--- config.mk ---
export PLATFORM = sky130hd
export DESIGN_NAME = umul_job_sched
export DESIGN_NICKNAME = d
export VERILOG_FILES = /design/src/rtl/umul_job_sched.sv
export SDC_FILE = /design/constraint.sdc
export NUM_CORES = 1
export LEC_CHECK = 0
export BUFFER_PORTS_ARGS = -buffer_cell sky130_fd_sc_hd__buf_2
export CAP_MARGIN = 0
export CORE_MARGIN = 1.5
export CORE_UTILIZATION = 34
export CTS_BUF_LIST = sky130_fd_sc_hd__clkbuf_16
export DETAILED_ROUTE_END_ITERATION = 12
export HOLD_SLACK_MARGIN = 0.06
export SYNTH_ARGS = -nofsm -noshare
export SYNTH_HDL_FRONTEND = slang
export SYNTH_SLANG_ARGS = --single-unit
--- constraint.sdc ---
create_clock -name iClk -period 3.5 [get_ports iClk]
set_input_delay 0.175 -clock iClk [delete_from_list [all_inputs] [get_ports iClk]]
set_output_delay 0.175 -clock iClk [all_outputs]
set_load 0.02 [all_outputs]
--- src/rtl/umul_job_sched.sv ---
// Two-requester job scheduler for a shared rep_uMUL: arbitrates, streams A in unary, counts product ones.
// Optional zero-operand bypass is enabled by defining UMUL_JOB_SCHED_ZBYPASS_EN.
module umul_job_sched #(
    parameter int BITWIDTH = 8,
    parameter int MUL_LAT  = 0
) (
    input  logic                iClk,
    input  logic                iRst,
    input  logic [1:0]          iReqVld,
    input  logic [BITWIDTH-1:0] iReqA0,
    input  logic [BITWIDTH-1:0] iReqB0,
    input  logic [BITWIDTH-1:0] iReqA1,
    input  logic [BITWIDTH-1:0] iReqB1,
    output logic [1:0]          oReqRdy,
    input  logic [BITWIDTH-1:0] iSobol,
    output logic                oA,
    output logic [BITWIDTH-1:0] oB,
    output logic                oLoadB,
    output logic                oClr,
    input  logic                iMult,
    output logic                oResVld,
    output logic [BITWIDTH-1:0] oRes,
    output logic                oResId,
    input  logic                iResRdy
);
    localparam int BW = BITWIDTH;
    localparam int CW = BW + 2;
    // oA is registered, so the first mult sample arrives one cycle after the counter starts.
    localparam logic [CW-1:0] SAMPLE_FIRST = CW'(1 + MUL_LAT);
    localparam logic [CW-1:0] STREAM_END   = CW'(2 ** BW);
    localparam logic [CW-1:0] RUN_LAST     = CW'(2 ** BW + MUL_LAT);
    localparam logic [BW:0]   ACC_FULL     = {1'b1, {BW{1'b0}}};

    typedef enum logic [1:0] {S_IDLE, S_LOAD, S_RUN, S_DONE} state_t;

    state_t          state_q, state_d;
    logic [1:0]      rdy_q, rdy_d;
    logic            gnt_id_q, gnt_id_d;
    logic            last_q, last_d;
    logic [BW-1:0]   a_q, a_d;
    logic [BW-1:0]   b_q, b_d;
    logic            id_q, id_d;
    logic            loadb_q, loadb_d;
    logic            clr_q, clr_d;
    logic            oa_q, oa_d;
    logic [CW-1:0]   cnt_q, cnt_d;
    logic [BW:0]     acc_q, acc_d;
    logic            resvld_q, resvld_d;
    logic [BW-1:0]   res_q, res_d;

    function automatic logic pick(input logic [1:0] vld, input logic last);
        if (vld == 2'b11) return ~last;
        return vld[1];
    endfunction

    always_comb begin
        state_d  = state_q;
        rdy_d    = 2'b00;
        gnt_id_d = gnt_id_q;
        last_d   = last_q;
        a_d      = a_q;
        b_d      = b_q;
        id_d     = id_q;
        loadb_d  = 1'b0;
        clr_d    = clr_q;
        oa_d     = 1'b0;
        cnt_d    = cnt_q;
        acc_d    = acc_q;
        resvld_d = resvld_q;
        res_d    = res_q;
        case (state_q)
            S_IDLE: begin
                clr_d = 1'b1;
                if (rdy_q != 2'b00) begin
                    // A requester that dropped valid during its offer cycle is simply passed over.
                    if ((iReqVld & rdy_q) != 2'b00) begin
                        a_d     = gnt_id_q ? iReqA1 : iReqA0;
                        b_d     = gnt_id_q ? iReqB1 : iReqB0;
                        id_d    = gnt_id_q;
                        last_d  = gnt_id_q;
                        loadb_d = 1'b1;
                        state_d = S_LOAD;
                    end
                end else if (iReqVld != 2'b00) begin
                    gnt_id_d = pick(iReqVld, last_q);
                    rdy_d    = gnt_id_d ? 2'b10 : 2'b01;
                end
            end
            S_LOAD: begin
                cnt_d = '0;
                acc_d = '0;
`ifdef UMUL_JOB_SCHED_ZBYPASS_EN
                if (a_q == '0 || b_q == '0) begin
                    state_d  = S_DONE;
                    clr_d    = 1'b1;
                    resvld_d = 1'b1;
                    res_d    = '0;
                end else begin
                    state_d = S_RUN;
                    clr_d   = 1'b0;
                end
`else
                state_d = S_RUN;
                clr_d   = 1'b0;
`endif
            end
            S_RUN: begin
                clr_d = 1'b0;
                if (cnt_q < STREAM_END) oa_d = (a_q > iSobol);
                if (cnt_q >= SAMPLE_FIRST && iMult) acc_d = acc_q + 1'b1;
                cnt_d = cnt_q + 1'b1;
                if (cnt_q == RUN_LAST) begin
                    state_d  = S_DONE;
                    clr_d    = 1'b1;
                    resvld_d = 1'b1;
                    res_d    = (acc_d == ACC_FULL) ? {BW{1'b1}} : acc_d[BW-1:0];
                end
            end
            S_DONE: begin
                clr_d = 1'b1;
                if (iResRdy) begin
                    resvld_d = 1'b0;
                    state_d  = S_IDLE;
                    // Offer the next job straight away so it is visible the cycle after the handshake.
                    if (iReqVld != 2'b00) begin
                        gnt_id_d = pick(iReqVld, last_q);
                        rdy_d    = gnt_id_d ? 2'b10 : 2'b01;
                    end
                end
            end
            default: state_d = S_IDLE;
        endcase
    end

    always_ff @(posedge iClk) begin
        if (iRst) begin
            state_q  <= S_IDLE;
            rdy_q    <= 2'b00;
            gnt_id_q <= 1'b0;
            last_q   <= 1'b1;
            a_q      <= '0;
            b_q      <= '0;
            id_q     <= 1'b0;
            loadb_q  <= 1'b0;
            clr_q    <= 1'b1;
            oa_q     <= 1'b0;
            cnt_q    <= '0;
            acc_q    <= '0;
            resvld_q <= 1'b0;
            res_q    <= '0;
        end else begin
            state_q  <= state_d;
            rdy_q    <= rdy_d;
            gnt_id_q <= gnt_id_d;
            last_q   <= last_d;
            a_q      <= a_d;
            b_q      <= b_d;
            id_q     <= id_d;
            loadb_q  <= loadb_d;
            clr_q    <= clr_d;
            oa_q     <= oa_d;
            cnt_q    <= cnt_d;
            acc_q    <= acc_d;
            resvld_q <= resvld_d;
            res_q    <= res_d;
        end
    end

    assign oReqRdy = rdy_q;
    assign oA      = oa_q;
    assign oB      = b_q;
    assign oLoadB  = loadb_q;
    assign oClr    = clr_q;
    assign oResVld = resvld_q;
    assign oRes    = res_q;
    assign oResId  = id_q;

endmodule

==> run_results.csv <==
group,metric,value,unit
run_status,status,"completed",
logic_synthesis,avgSynthCellArea,8.36,µm²
layout,layout-drive-gt1-share,21.5,%
die,die-area,0.00915,mm²
critical_path,endpoint_kind,"flip-flop",
clocking,cts_tree,"done",
layout,fillCellCount,853,
sta,finalHoldViolCount,0,
logic_synthesis,yosysSeqAreaShare,37.0,%
layout,syn_to_final_growth,19.4,%
layout,antenna_cells,0,
critical_path,reg2reg_depth,8,
die,fp-row-count,33,
sta,setup_viol,0,
logic_synthesis,synthesis.nets,412,
logic_synthesis,yosys_warnings,0,
placed_design,io_buffers,68,
critical_path,startpoint,"cnt_q[1]",
die,die_w,95.7,µm
logic_synthesis,synth_area_leader_cell,"dfxtp_1",
sta,max_slew_margin,35.5,%
sta,fin_crit_sh,80.8,%
global_routing,grt_pass1_vias,2414,
critical_path,r2r-end,"oRes[4]",
power,max-vdd-ir-drop,0.298,mV
logic_synthesis,syn_inst,349,
logic_synthesis,yosysTopAreaCellShare,37.0,%
sta,drv_slew,0,
logic_synthesis,yosysUniqueCellTypes,45,
critical_path,worst_ep_required_time,3690,ps
sta,final.setup_skew,7.17,ps
critical_path,arrival,3020,ps
drt,routed_wl,6.35,mm
clocking,post_cts_resize_count,0,
clocking,clk_path_buf_depth,2,
sta,fin_setup_tns,0,ps
sta,holdWs,144,ps
clocking,cts_inserted_buffers,5,
power,p_leak,1.43,nW
die,die_h,95.7,µm
sta,min_period,2830,ps
die,coreArea,0.00826,mm²
critical_path,cp_max_fo,8,
critical_path,crit_end,"oRes[4]",
die,io_pins,69,
clocking,cts_max_level,2,
placed_design,gp_congestion,0.829,
logic_synthesis,syn_area,0.00292,mm²
drt,dr.pass1.iters,4,
die,start_util,35.3,%
clocking,clock_sinks,54,
drt,vias_per_cell,5.05,
drt,antenna_left,0,
placed_design,dpl.hpwl,4.59,mm
critical_path,path_class,"flip-flop to flip-flop",
clocking,root_buffer,"clkbuf_16",
drt,drc,0,
sta,max_freq,353,MHz
clocking,clk_pin_slew,70,ps
drt,routedWlPerCell,12.3,µm
critical_path,reg2reg_from,"cnt_q[1]",
clocking,post_cts_buffers,0,
drt,vias,2596,
critical_path,ff2ff_setup_slack,670,ps
global_routing,antenna_found_initial,0,
power,cellPowerDensity,518,mW/mm²
worst_hold_path,hold_class,"primary input to flip-flop",
sta,rsz0062_at_grt,"false",
sta,tightest_slew,967,ps
global_routing,grt_use_total,14.8,%
clocking,clkLatencyLatePin,300,ps
critical_path,worst_setup_path_start_kind,"flip-flop",
global_routing,grt_max_degree,54,
job,drv_cap,0,
drt,drtIter0Drc,118,
logic_synthesis,synth.area.top_cells,"dfxtp_1, nor2_1, ha_1",
clocking,holdBufCountCts,0,
logic_synthesis,ys_ff_latch,54,
global_routing,overflow,0,
layout,nNetsFinal,471,
global_routing,grt_pass1_wl,10.7,mm
==> kinds of logic after synthesis <==
family                     after synthesis  synth area share (%)
AOI/OAI and AO/OA                       81                  18.9
xor gates and xnor gates                15                  4.50
adders and majority gates               17                  7.29
buffers and inverters                   33                  5.27
DFF                                     54                  37.0
muxes                                   18                  6.17
and+or+nand+nor                        131                  20.8
==> flip-flops by register name, summed over array words and instances, names as in the netlist <==
signal	cells
oA	1
oResVld	1
acc_q	9
a_q	8
oClr	1
oRes	8
cnt_q	10
oResId	1
oReqRdy	2
gnt_id_q	1
oB	8
oLoadB	1
state_q	2
last_q	1
==> area by class of cell <==
cell class	instances	area (µm²)	area share, %
Multi-Input combinational cell	262	1690	48.4
Sequential cell	54	1080	31.0
Timing Repair Buffer	70	355	10.2
Tap cell	105	131	3.77
Clock buffer	5	125	3.59
Inverter	15	56.3	1.62
Clock inverter	3	48.8	1.40
==> placed cells by master (no fill, tap or decap), types with 2 or more instances in the layout <==
cell	n
a22oi_1	5
clkbuf_16	5
nand3_1	10
a21oi_1	17
a211oi_1	17
nand2b_1	2
or3_1	5
o21bai_1	2
o41ai_1	7
dfxtp_1	54
nand4_1	5
o211ai_1	2
nand2_1	28
o21a_1	3
inv_1	15
buf_2	68
xnor2_1	5
and3_1	3
nor3_1	5
ha_1	17
a211o_1	3
xor2_1	10
buf_4	2
nor4_1	5
nor2_1	58
mux2i_1	18
a21o_1	3
o21ai_0	16
==> metal layers <==
metal  wire [µm]  share of wire (%)  vias up  global-route usage (%)
li1            -                  -     1363                       -
met3         387                6.1        8                    3.67
met4          88                1.4        0                    5.51
met5           0                  0        -                       0
met1        3060                 48     1146                    18.4
met2        2810                 44       79                    24.5
==> critical path, cell delays in order, from the launching register on <==
cell	delay, ps
dfxtp_1	370
inv_1	100
ha_1	200
or3b_2	470
o31ai_2	550
o21ai_0	220
a22oi_2	190
nand4_2	230
o41ai_1	400
==> cell usage after synthesis, drive strengths merged <==
cell type and number:
a211o 3, a211oi 17, a21o 3, a21oi 17
a221oi 1, a22oi 6, a31oi 1, and3 4
buf 4, clkbuf 14, dfxtp 54, ha 17
inv 15, mux2i 18, nand2 28, nand2b 2
nand3 10, nand3b 1, nand4 6, nor2 58
nor2b 2, nor3 6, nor3b 1, nor4 5
o211ai 2, o21a 3, o21ai 16, o21ba 1
o21bai 2, o31a 1, o31ai 1, o41ai 7
or3 6, or3b 1, or4 1, xnor2 5
xor2 10
==> report_power, final <==
part / switching [mW] / total [mW] / internal [mW]
Clock: 0.236 / 0.579 / 0.343
Sequential: 0.0556 / 0.739 / 0.683
Combinational: 0.292 / 0.488 / 0.196
Total: 0.584 / 1.81 / 1.22
==> worst min path at each step <==
| stage | from | endpoint | slack [ps] | cells past startpoint |
|---|---|---|---|---|
| finish | iReqVld[0] | oReqRdy[0] | 140 | 3 |
| global route | iReqVld[0] | oReqRdy[0] | 160 | 3 |
| CTS | iReqVld[0] | oReqRdy[0] | 140 | 3 |
| detailed placement | oResId | oResId | 450 | 2 |
| global placement | oResId | oResId | 440 | 2 |
| floorplan | iReqVld[1] | oReqRdy[1] | 310 | 2 |
==> per-stage QoR <==
step | total power [mW] | area (µm²) | util (%) | instances | setup slack [ps]
final | 1.81 | 3480 | 42.2 | 514 | 671
after detailed placement | 1.24 | 3310 | 40.1 | 506 | 715
after global routing | 1.92 | 3480 | 42.2 | 514 | 437
after floorplan | 1.10 | 2920 | - | 349 | 1010
after global placement | 1.24 | 3310 | 40.1 | 506 | 790
after CTS | 1.83 | 3480 | 42.2 | 514 | 666
(Power assumes the default switching activity.)
